<file path="src/rtl/guarded_counter_scrubber_if.sv">
// Request/grant handshake between the two event sources and the guarded counter controller.
interface guarded_counter_scrubber_if;
    logic [1:0] req;
    logic [1:0] gnt;

    modport master (output req, input gnt);
    modport slave  (input req, output gnt);
endinterface

</file>
<file path="src/rtl/guarded_counter_scrubber.sv">
// Guarded counter with a two-way round-robin increment port and a periodic scrub FSM that
// re-derives the even/odd popcount guards and rolls back to the last verified value on corruption.
module guarded_counter_scrubber #(
    parameter int width        = 8,
    parameter int guard_bits   = 4,
    parameter int scrub_period = 16,
    parameter int err_bits     = 4
) (
    input  logic                             clk,
    input  logic                             rstn,
    guarded_counter_scrubber_if.slave        bus,
    input  logic                             inject_en,
    input  logic [width-1:0]                 inject_mask,
    input  logic                             err_clr,
    output logic [width-1:0]                 out,
    output logic [guard_bits-1:0]            even_bit,
    output logic [guard_bits-1:0]            odd_bit,
    output logic                             err,
    output logic [err_bits-1:0]              err_cnt,
    output logic                             busy
);
    localparam int                   timer_w    = $clog2(scrub_period);
    localparam logic [timer_w-1:0]   timer_last = timer_w'(scrub_period - 1);
    localparam logic [err_bits-1:0]  err_max    = '1;

    typedef enum logic [1:0] {ST_COUNT, ST_CHECK, ST_RECOVER} state_t;

    state_t             state;
    logic [width-1:0]   shadow;
    logic [timer_w-1:0] timer;
    logic               last_gnt;   // index of the requester granted most recently

    logic [1:0]         grant;
    logic [width-1:0]   plain_next;
    logic [width-1:0]   inj;
    logic               mismatch;

    // Popcount of every other bit starting at 'first', wrapping modulo 2^guard_bits.
    function automatic logic [guard_bits-1:0] popcount(input logic [width-1:0] v, input int first);
        logic [guard_bits-1:0] c;
        c = '0;
        for (int i = first; i < width; i += 2) begin
            c = c + guard_bits'(v[i]);
        end
        return c;
    endfunction

    always_comb begin
        // NOTE: default first so every path assigns grant; a missing branch would infer a latch.
        grant = 2'b00;
        if (!rstn && state == ST_COUNT) begin
            case (bus.req)
                2'b01:   grant = 2'b01;
                2'b10:   grant = 2'b10;
                2'b11:   grant = last_gnt ? 2'b01 : 2'b10;
                default: grant = 2'b00;
            endcase
        end
    end

    assign bus.gnt    = grant;
    assign plain_next = (grant != 2'b00) ? out + width'(1) : out;
    assign inj        = inject_en ? inject_mask : '0;
    assign mismatch   = (popcount(out, 0) != even_bit) || (popcount(out, 1) != odd_bit);

    always_ff @(posedge clk) begin
        if (rstn) begin
            state    <= ST_COUNT;
            out      <= '0;
            even_bit <= '0;
            odd_bit  <= '0;
            shadow   <= '0;
            timer    <= '0;
            err      <= 1'b0;
            err_cnt  <= '0;
            busy     <= 1'b0;
            last_gnt <= 1'b1;
        end else begin
            // NOTE: a later non-blocking assignment to err in this block overrides this clear,
            // so a mismatch on the same edge leaves err set.
            if (err_clr) err <= 1'b0;

            case (state)
                ST_COUNT: begin
                    out <= plain_next ^ inj;
                    if (grant != 2'b00) begin
                        even_bit <= popcount(plain_next, 0);
                        odd_bit  <= popcount(plain_next, 1);
                        last_gnt <= grant[1];
                    end
                    if (timer == timer_last) begin
                        timer <= '0;
                        state <= ST_CHECK;
                        busy  <= 1'b1;
                    end else begin
                        timer <= timer + timer_w'(1);
                    end
                end
                ST_CHECK: begin
                    out <= out ^ inj;
                    if (mismatch) begin
                        err   <= 1'b1;
                        state <= ST_RECOVER;
                        if (err_cnt != err_max) err_cnt <= err_cnt + err_bits'(1);
                    end else begin
                        shadow <= out;
                        state  <= ST_COUNT;
                        busy   <= 1'b0;
                    end
                end
                default: begin
                    // Rollback reload takes priority over any injection this cycle.
                    out      <= shadow;
                    even_bit <= popcount(shadow, 0);
                    odd_bit  <= popcount(shadow, 1);
                    state    <= ST_COUNT;
                    busy     <= 1'b0;
                end
            endcase
        end
    end
endmodule

</file>
<file path="src/flat_wrapper.sv">
// flat-port wrapper written by rule: the top's interface ports become plain ports
module guarded_counter_scrubber_flat 
#(
    parameter int width        = 8,
    parameter int guard_bits   = 4,
    parameter int scrub_period = 16,
    parameter int err_bits     = 4
)
  (clk, rstn, inject_en, inject_mask, err_clr, out, even_bit, odd_bit, err, err_cnt, busy, bus_req, bus_gnt);
  guarded_counter_scrubber_if bus_i ();
  input  logic clk;
  input  logic rstn;
  input  logic inject_en;
  input  logic [width-1:0] inject_mask;
  input  logic err_clr;
  output logic [width-1:0] out;
  output logic [guard_bits-1:0] even_bit;
  output logic [guard_bits-1:0] odd_bit;
  output logic err;
  output logic [err_bits-1:0] err_cnt;
  output logic busy;
  input wire logic [$bits(bus_i.req)-1:0] bus_req;
  output wire logic [$bits(bus_i.gnt)-1:0] bus_gnt;
  assign bus_i.req = bus_req;
  assign bus_gnt = bus_i.gnt;
  guarded_counter_scrubber #(.width(width), .guard_bits(guard_bits), .scrub_period(scrub_period), .err_bits(err_bits)) u_core (.clk(clk), .rstn(rstn), .bus(bus_i), .inject_en(inject_en), .inject_mask(inject_mask), .err_clr(err_clr), .out(out), .even_bit(even_bit), .odd_bit(odd_bit), .err(err), .err_cnt(err_cnt), .busy(busy));
endmodule
</file>
<file path="config.mk">
export PLATFORM = sky130hd
export DESIGN_NAME = guarded_counter_scrubber_flat
export DESIGN_NICKNAME = d
export VERILOG_FILES = /design/src/rtl/guarded_counter_scrubber_if.sv /design/src/rtl/guarded_counter_scrubber.sv /design/src/flat_wrapper.sv
export SDC_FILE = /design/constraint.sdc
export NUM_CORES = 1
export LEC_CHECK = 0
export CAP_MARGIN = 30
export CORE_ASPECT_RATIO = 2
export CORE_MARGIN = 2
export CORE_UTILIZATION = 54
export CTS_BUF_LIST = sky130_fd_sc_hd__clkbuf_4 sky130_fd_sc_hd__clkbuf_8
export DETAILED_ROUTE_END_ITERATION = 6
export PLACE_DENSITY = 0.92
export SLEW_MARGIN = 20
export SYNTH_ARGS = -nofsm -noshare
export SYNTH_HDL_FRONTEND = slang
export SYNTH_SLANG_ARGS = --single-unit
export TNS_END_PERCENT = 1
</file>
<file path="constraint.sdc">
create_clock -name clk -period 3.4 [get_ports clk]
set_input_delay 0.34 -clock clk [delete_from_list [all_inputs] [get_ports clk]]
set_output_delay 0.34 -clock clk [all_outputs]
set_load 0.02 [all_outputs]
</file>
After elaboration in Yosys (flattened, before gate mapping):

Cells that the tools add are included.
Widths: inputs -> output; s select.

* register bits after elaboration: 37
* input port bits: 14
* output and inout port bits: 24

* add/sub/neg operators: 21
* equal/unequal tests: 11
* mux-type cells: 20
* bitwise operators: 4
* reduce and logical (&&, ||, !) cells: 10

Operator list (number)
* $add 4x1->4: 12
* $mux 8: 2
* $pmux 4 s2: 2
* $pmux 8 s2: 1
* $xor 8x8->8: 2
* $add 1x1->2: 6
* $mux 4: 3
* $add 4x1->4 const B: 2
* $add 8x1->8 const B: 1
* $mux 2: 4
* $ne 4x4->1: 2
* $reduce_and 2->1: 4
* $ne 2x2->1 const B: 3
* $pmux 2 s3: 1
* $mux 1: 5
* $eq 2x1->1 const B: 2
* $eq 2x2->1 const B: 2
* $eq 4x4->1 const B: 1
* $ne 4x4->1 const B: 1
* $pmux 2 s2: 1
* $reduce_and 3->1: 1
* $logic_not 2->1: 1
* $not 1->1: 2
* $pmux 1 s2: 1
* 4 further kinds: 4

Longest topological paths before layout:

* word-level depth: 10
* gate-level depth with buffers: 11

Worst setup path after synthesis:

OpenSTA, ideal clock, no wires.

* kind: flip-flop to flip-flop
* start: reg u_core.state[1]
* end: reg u_core.odd_bit[1]
* arrival: 2.534 ns
* data required time: 3.272 ns
* slack: 0.738 ns
* cell stages (with the launch flop): 12
* buffers on the path: 1
* period minus slack after synthesis: 2.662 ns
* cells stage by stage: dfxtp_1 > or3_1 > buf_2 > nor2_1 > mux2_1 > ha_1 > fa_1 > ha_1 > nand2_1 > a21oi_1 > a21oi_1 > nor2_1

* longest elaborated chain between the ends: 10
* elaborated cells between the ends (all ways): 14
* classes of those cells: add/sub: 3; eq/ne: 2; mux: 4; bitwise: 1; reduce/logical: 4

RTL lines
* start, declared: RTL line guarded_counter_scrubber.sv:28 `state_t state;`
* start signal, assigned: RTL line guarded_counter_scrubber.sv:68 `state <= ST_COUNT;`
* start signal, assigned: RTL line guarded_counter_scrubber.sv:93 `state <= ST_CHECK;`
* start signal, assigned: RTL line guarded_counter_scrubber.sv:103 `state <= ST_RECOVER;`
* $logic_not 2->1: RTL line guarded_counter_scrubber.sv:51, guarded_counter_scrubber.sv:83
* $logic_and 1x1->1: RTL line guarded_counter_scrubber.sv:51 `if (!rstn && state == ST_COUNT) begin`
* $mux 2: RTL line guarded_counter_scrubber.sv:51
* $reduce_bool 2->1: RTL line guarded_counter_scrubber.sv:62, guarded_counter_scrubber.sv:86
* $mux 8: RTL line guarded_counter_scrubber.sv:62 `assign plain_next = (grant != 2'b00) ? out + width'(1) : out;`
* $add 1x1->2: RTL line guarded_counter_scrubber.sv:43 `c = c + guard_bits'(v[i]);`
* $add 4x1->4 (2 in series): RTL line guarded_counter_scrubber.sv:43
* $mux 4: RTL line guarded_counter_scrubber.sv:86 `if (grant != 2'b00) begin`
* $pmux 4 s2: RTL line guarded_counter_scrubber.sv:83 `case (state)`
* end signal, assigned: RTL line guarded_counter_scrubber.sv:88 `odd_bit <= popcount(plain_next, 1);`
* end signal, assigned: RTL line guarded_counter_scrubber.sv:115 `odd_bit <= popcount(shadow, 1);`
* end, declared: RTL line guarded_counter_scrubber.sv:17 `output logic [guard_bits-1:0] odd_bit,`

Several ways; a longest one is shown, not always the timed one. The select of a mux whose other input is x is not followed.
A chain may end at the register's enable or synchronous reset.

Worst setup path in the final report:

* start: in rstn
* end: reg u_core.odd_bit[1]

* longest elaborated chain between the ends: 10
* elaborated cells between the ends (all ways): 12
* classes of those cells: add/sub: 3; eq/ne: 1; mux: 4; reduce/logical: 4

RTL lines
* start, declared: RTL line flat_wrapper.sv:12 `input logic rstn;`
* $logic_not 1->1: RTL line guarded_counter_scrubber.sv:51
* $logic_and 1x1->1: RTL line guarded_counter_scrubber.sv:51
* $mux 2: RTL line guarded_counter_scrubber.sv:51
* $reduce_bool 2->1: RTL line guarded_counter_scrubber.sv:62, guarded_counter_scrubber.sv:86
* $mux 8: RTL line guarded_counter_scrubber.sv:62
* $add 1x1->2: RTL line guarded_counter_scrubber.sv:43
* $add 4x1->4 (2 in series): RTL line guarded_counter_scrubber.sv:43
* $mux 4: RTL line guarded_counter_scrubber.sv:86
* $pmux 4 s2: RTL line guarded_counter_scrubber.sv:83

Several ways; a longest one is shown, not always the timed one. The select of a mux whose other input is x is not followed.

==> impl_metrics.py <==
metrics = {
    "run_status": {
        "outcome": "completed",
    },
    "clocking": {
        "holdBufCountCts": 0,
        "insertion_delay_ps": 290,
        "post_cts.repair.setup_buffers": 0,
        "clkTransAtPathRegs_ps": 70,
        "cts_buffers": 5,
        "cts_tree": "done",
        "cts.path.max_buffers": 2,
        "post_cts_resize_count": 0,
        "cts_max_level": 2,
        "cts-root-buf": "clkbuf_8",
        "clock-sinks": 35,
    },
    "worst_setup_path": {
        "worstSetupPathType": "in2reg",
        "required_ps": 3580,
        "critPathMaxFanout": 13,
        "arrival_ps": 3110,
        "startpoint_type": "input port",
        "end_kind": "register",
        "reg2reg_slack_ps": 500,
    },
    "yosys": {
        "syn_inst": 243,
        "syn_area_per_cell_um2": 8.78,
        "yosysUniqueCellTypes": 38,
        "seq_area_frac_synth_pct": 32.8,
        "synth_fa_ha_area_share_pct": 14.4,
        "synth_mux_area_share_pct": 6.22,
        "ys_ff_latch": 35,
        "synth_top_family_by_area": "simple AND/OR/NAND/NOR gates",
        "synth_top_area_cell": "dfxtp_1",
        "synth_simple_gate_area_share_pct": 22.5,
        "netlist_top_cells_area": "dfxtp_1, ha_1, xor2_1, nand2_1, nor2_1",
        "synth_area_um2": 2130,
        "synth-edff-count": 0,
        "synthFlopType": "dfxtp_1",
        "synth_xor_xnor_area_share_pct": 10.0,
        "synth_compound_area_share_pct": 9.97,
        "synthArstFlopShare_pct": 0,
        "yosys_warnings": 0,
        "synth_top_area_share_pct": 32.8,
    },
    "global_route": {
        "grtUsageTotal_pct": 24.7,
        "antenna_found_initial": 0,
        "grt_pass1_wl_um": 8560,
        "grt_pass1_vias": 1861,
        "grt_max_degree": 26,
        "overflow": 0,
    },
    "timing": {
        "skew_ps": 5.75,
        "rsz0062_at_grt": "false",
        "worstMarginPinSlew_ps": 564,
        "hold_violations": 0,
        "layout_setup_ws_ps": 471,
        "max_freq_ghz": 0.341,
        "maxSlewHeadroom_pct": 62.2,
        "timing.setup.tns_ps": 0,
        "period_minus_slack_ps": 2930,
        "maxSlewViolCount": 0,
        "hold-worst-slack_ps": 476,
        "finalCritPeriodShare_pct": 86.2,
        "setup_violations": 0,
    },
    "floorplan": {
        "fp.dieArea_um2": 4500,
        "start_util_pct": 56.1,
        "die_y_um": 92.9,
        "row_count": 32,
        "pin_count": 38,
        "core_region_area_um2": 3800,
        "die_x_um": 48.4,
    },
    "final_layout": {
        "areaGrowthSynthToFinish_pct": 23.8,
        "final_core_util_pct": 69.4,
        "layout_common_cells": "nand2_1, clkdlybuf4s50_1, dfxtp_1",
        "final_common_cell": "nand2_1",
        "finalNetCount": 315,
        "nFillCells": 285,
        "antenna_cells": 0,
        "drive_gt1_share_pct": 8.19,
    },
    "pwr": {
        "ir_drop_mv": 0.324,
        "p_leak_uw": 0.00112,
        "p_per_area_nw_per_um2": 402,
        "finalPower_uw": 1060,
    },
    "drt": {
        "drc": 0,
        "vias": 1905,
        "drtIter0Drc": 62,
        "ant_nets": 0,
        "via_per_inst": 5.74,
        "wl_per_cell_um": 15.3,
        "first_pass_iters": 4,
        "routed_wl_um": 5090,
    },
    "worst_hold_path": {
        "hold_path.class": "reg2reg",
    },
    "placed_design": {
        "place.gp.congestion": 0.859,
        "dp_slack_ps": 229,
        "dp_hpwl_um": 3930,
        "io_buffers": 35,
    },
    "flow_run": {
        "drv_cap": 0,
    },
}
## critical path, cell delays in order
cell	delay [ps]
clkdlybuf4s50_1	460
buf_4	210
nand4b_1	310
nor3_1	240
xor2_1	280
ha_1	300
fa_1	380
ha_1	270
nand2_1	60
a21oi_1	60
a21oi_1	140
nor2_1	50
## Yosys cell counts, types with 2 or more instances
master	instances
xnor2_1	3
fa_1	6
ha_1	15
inv_1	2
nor3_1	2
buf_2	3
nand2b_1	2
or3_1	2
mux2_1	2
a21oi_1	21
nand3_1	10
dfxtp_1	35
clkbuf_1	7
nor2b_1	2
xor2_1	16
and3_1	2
nor2_1	34
mux2i_1	11
xor3_1	2
nand2_1	37
buf_4	3
nor4_2	2
o221ai_1	4
nor3_2	2
o21a_1	2
o21ai_1	2
nand4_1	3
## through the flow
stage               instances  area, um2
floorplan                 244       2140
global placement          324       2540
CTS                       332       2640
detailed placement        324       2540
global route              332       2640
finish                    332       2640
## area by class of cell
cell class,instances,area [um2],area share (%)
timing repair buffer,43,410,15.5
sequential,35,701,26.5
inverter,2,7.51,0.284
multi-input combinational,193,1350,51.3
tap,51,63.8,2.42
clock buffer,8,104,3.93
## final timing paths
kind                                     from                end  cells past startpoint
worst max-delay path                     rstn  u_core.odd_bit[1]                     12
worst max register to register  u_core.out[0]   u_core.shadow[7]                      8
worst min-delay path               u_core.err         u_core.err                      2
worst min register to register     u_core.err         u_core.err                      2
## per-layer routing
layer	share of wire, %	GRT usage (%)	up-vias
met5	0	0	-
met4	5.0	14.3	0
met3	3.8	4.03	25
met2	55	46.5	78
met1	36	24.8	903
li1	-	-	899
## power breakdown
part / switching, uW / internal (uW) / total [uW]
sequential: 28.3 / 430 / 458
clock: 149 / 193 / 342
combinational: 142 / 119 / 261
total: 319 / 742 / 1060
## cell families (layout without fill, tap and decap cells)
group                    count (synthesis)  after routing
other                                    1              2
adder cells (fa/ha/maj)                 21             21
XOR/XNOR                                21             21
AND/OR/NAND/NOR                        101            101
buffers and inverters                   16             53
multiplexers                            13             13
flip-flops                              35             35
AO/OA/AOI/OAI                           35             35
## state kept, by name, summed over array words and instances, names as in the netlist
signal,cells
u_core.busy,1
u_core.err,1
u_core.err_cnt,4
u_core.even_bit,3
u_core.last_gnt,1
u_core.odd_bit,3
u_core.out,8
u_core.shadow,8
u_core.state,2
u_core.timer,4
Power figures use the tool's default switching activity.
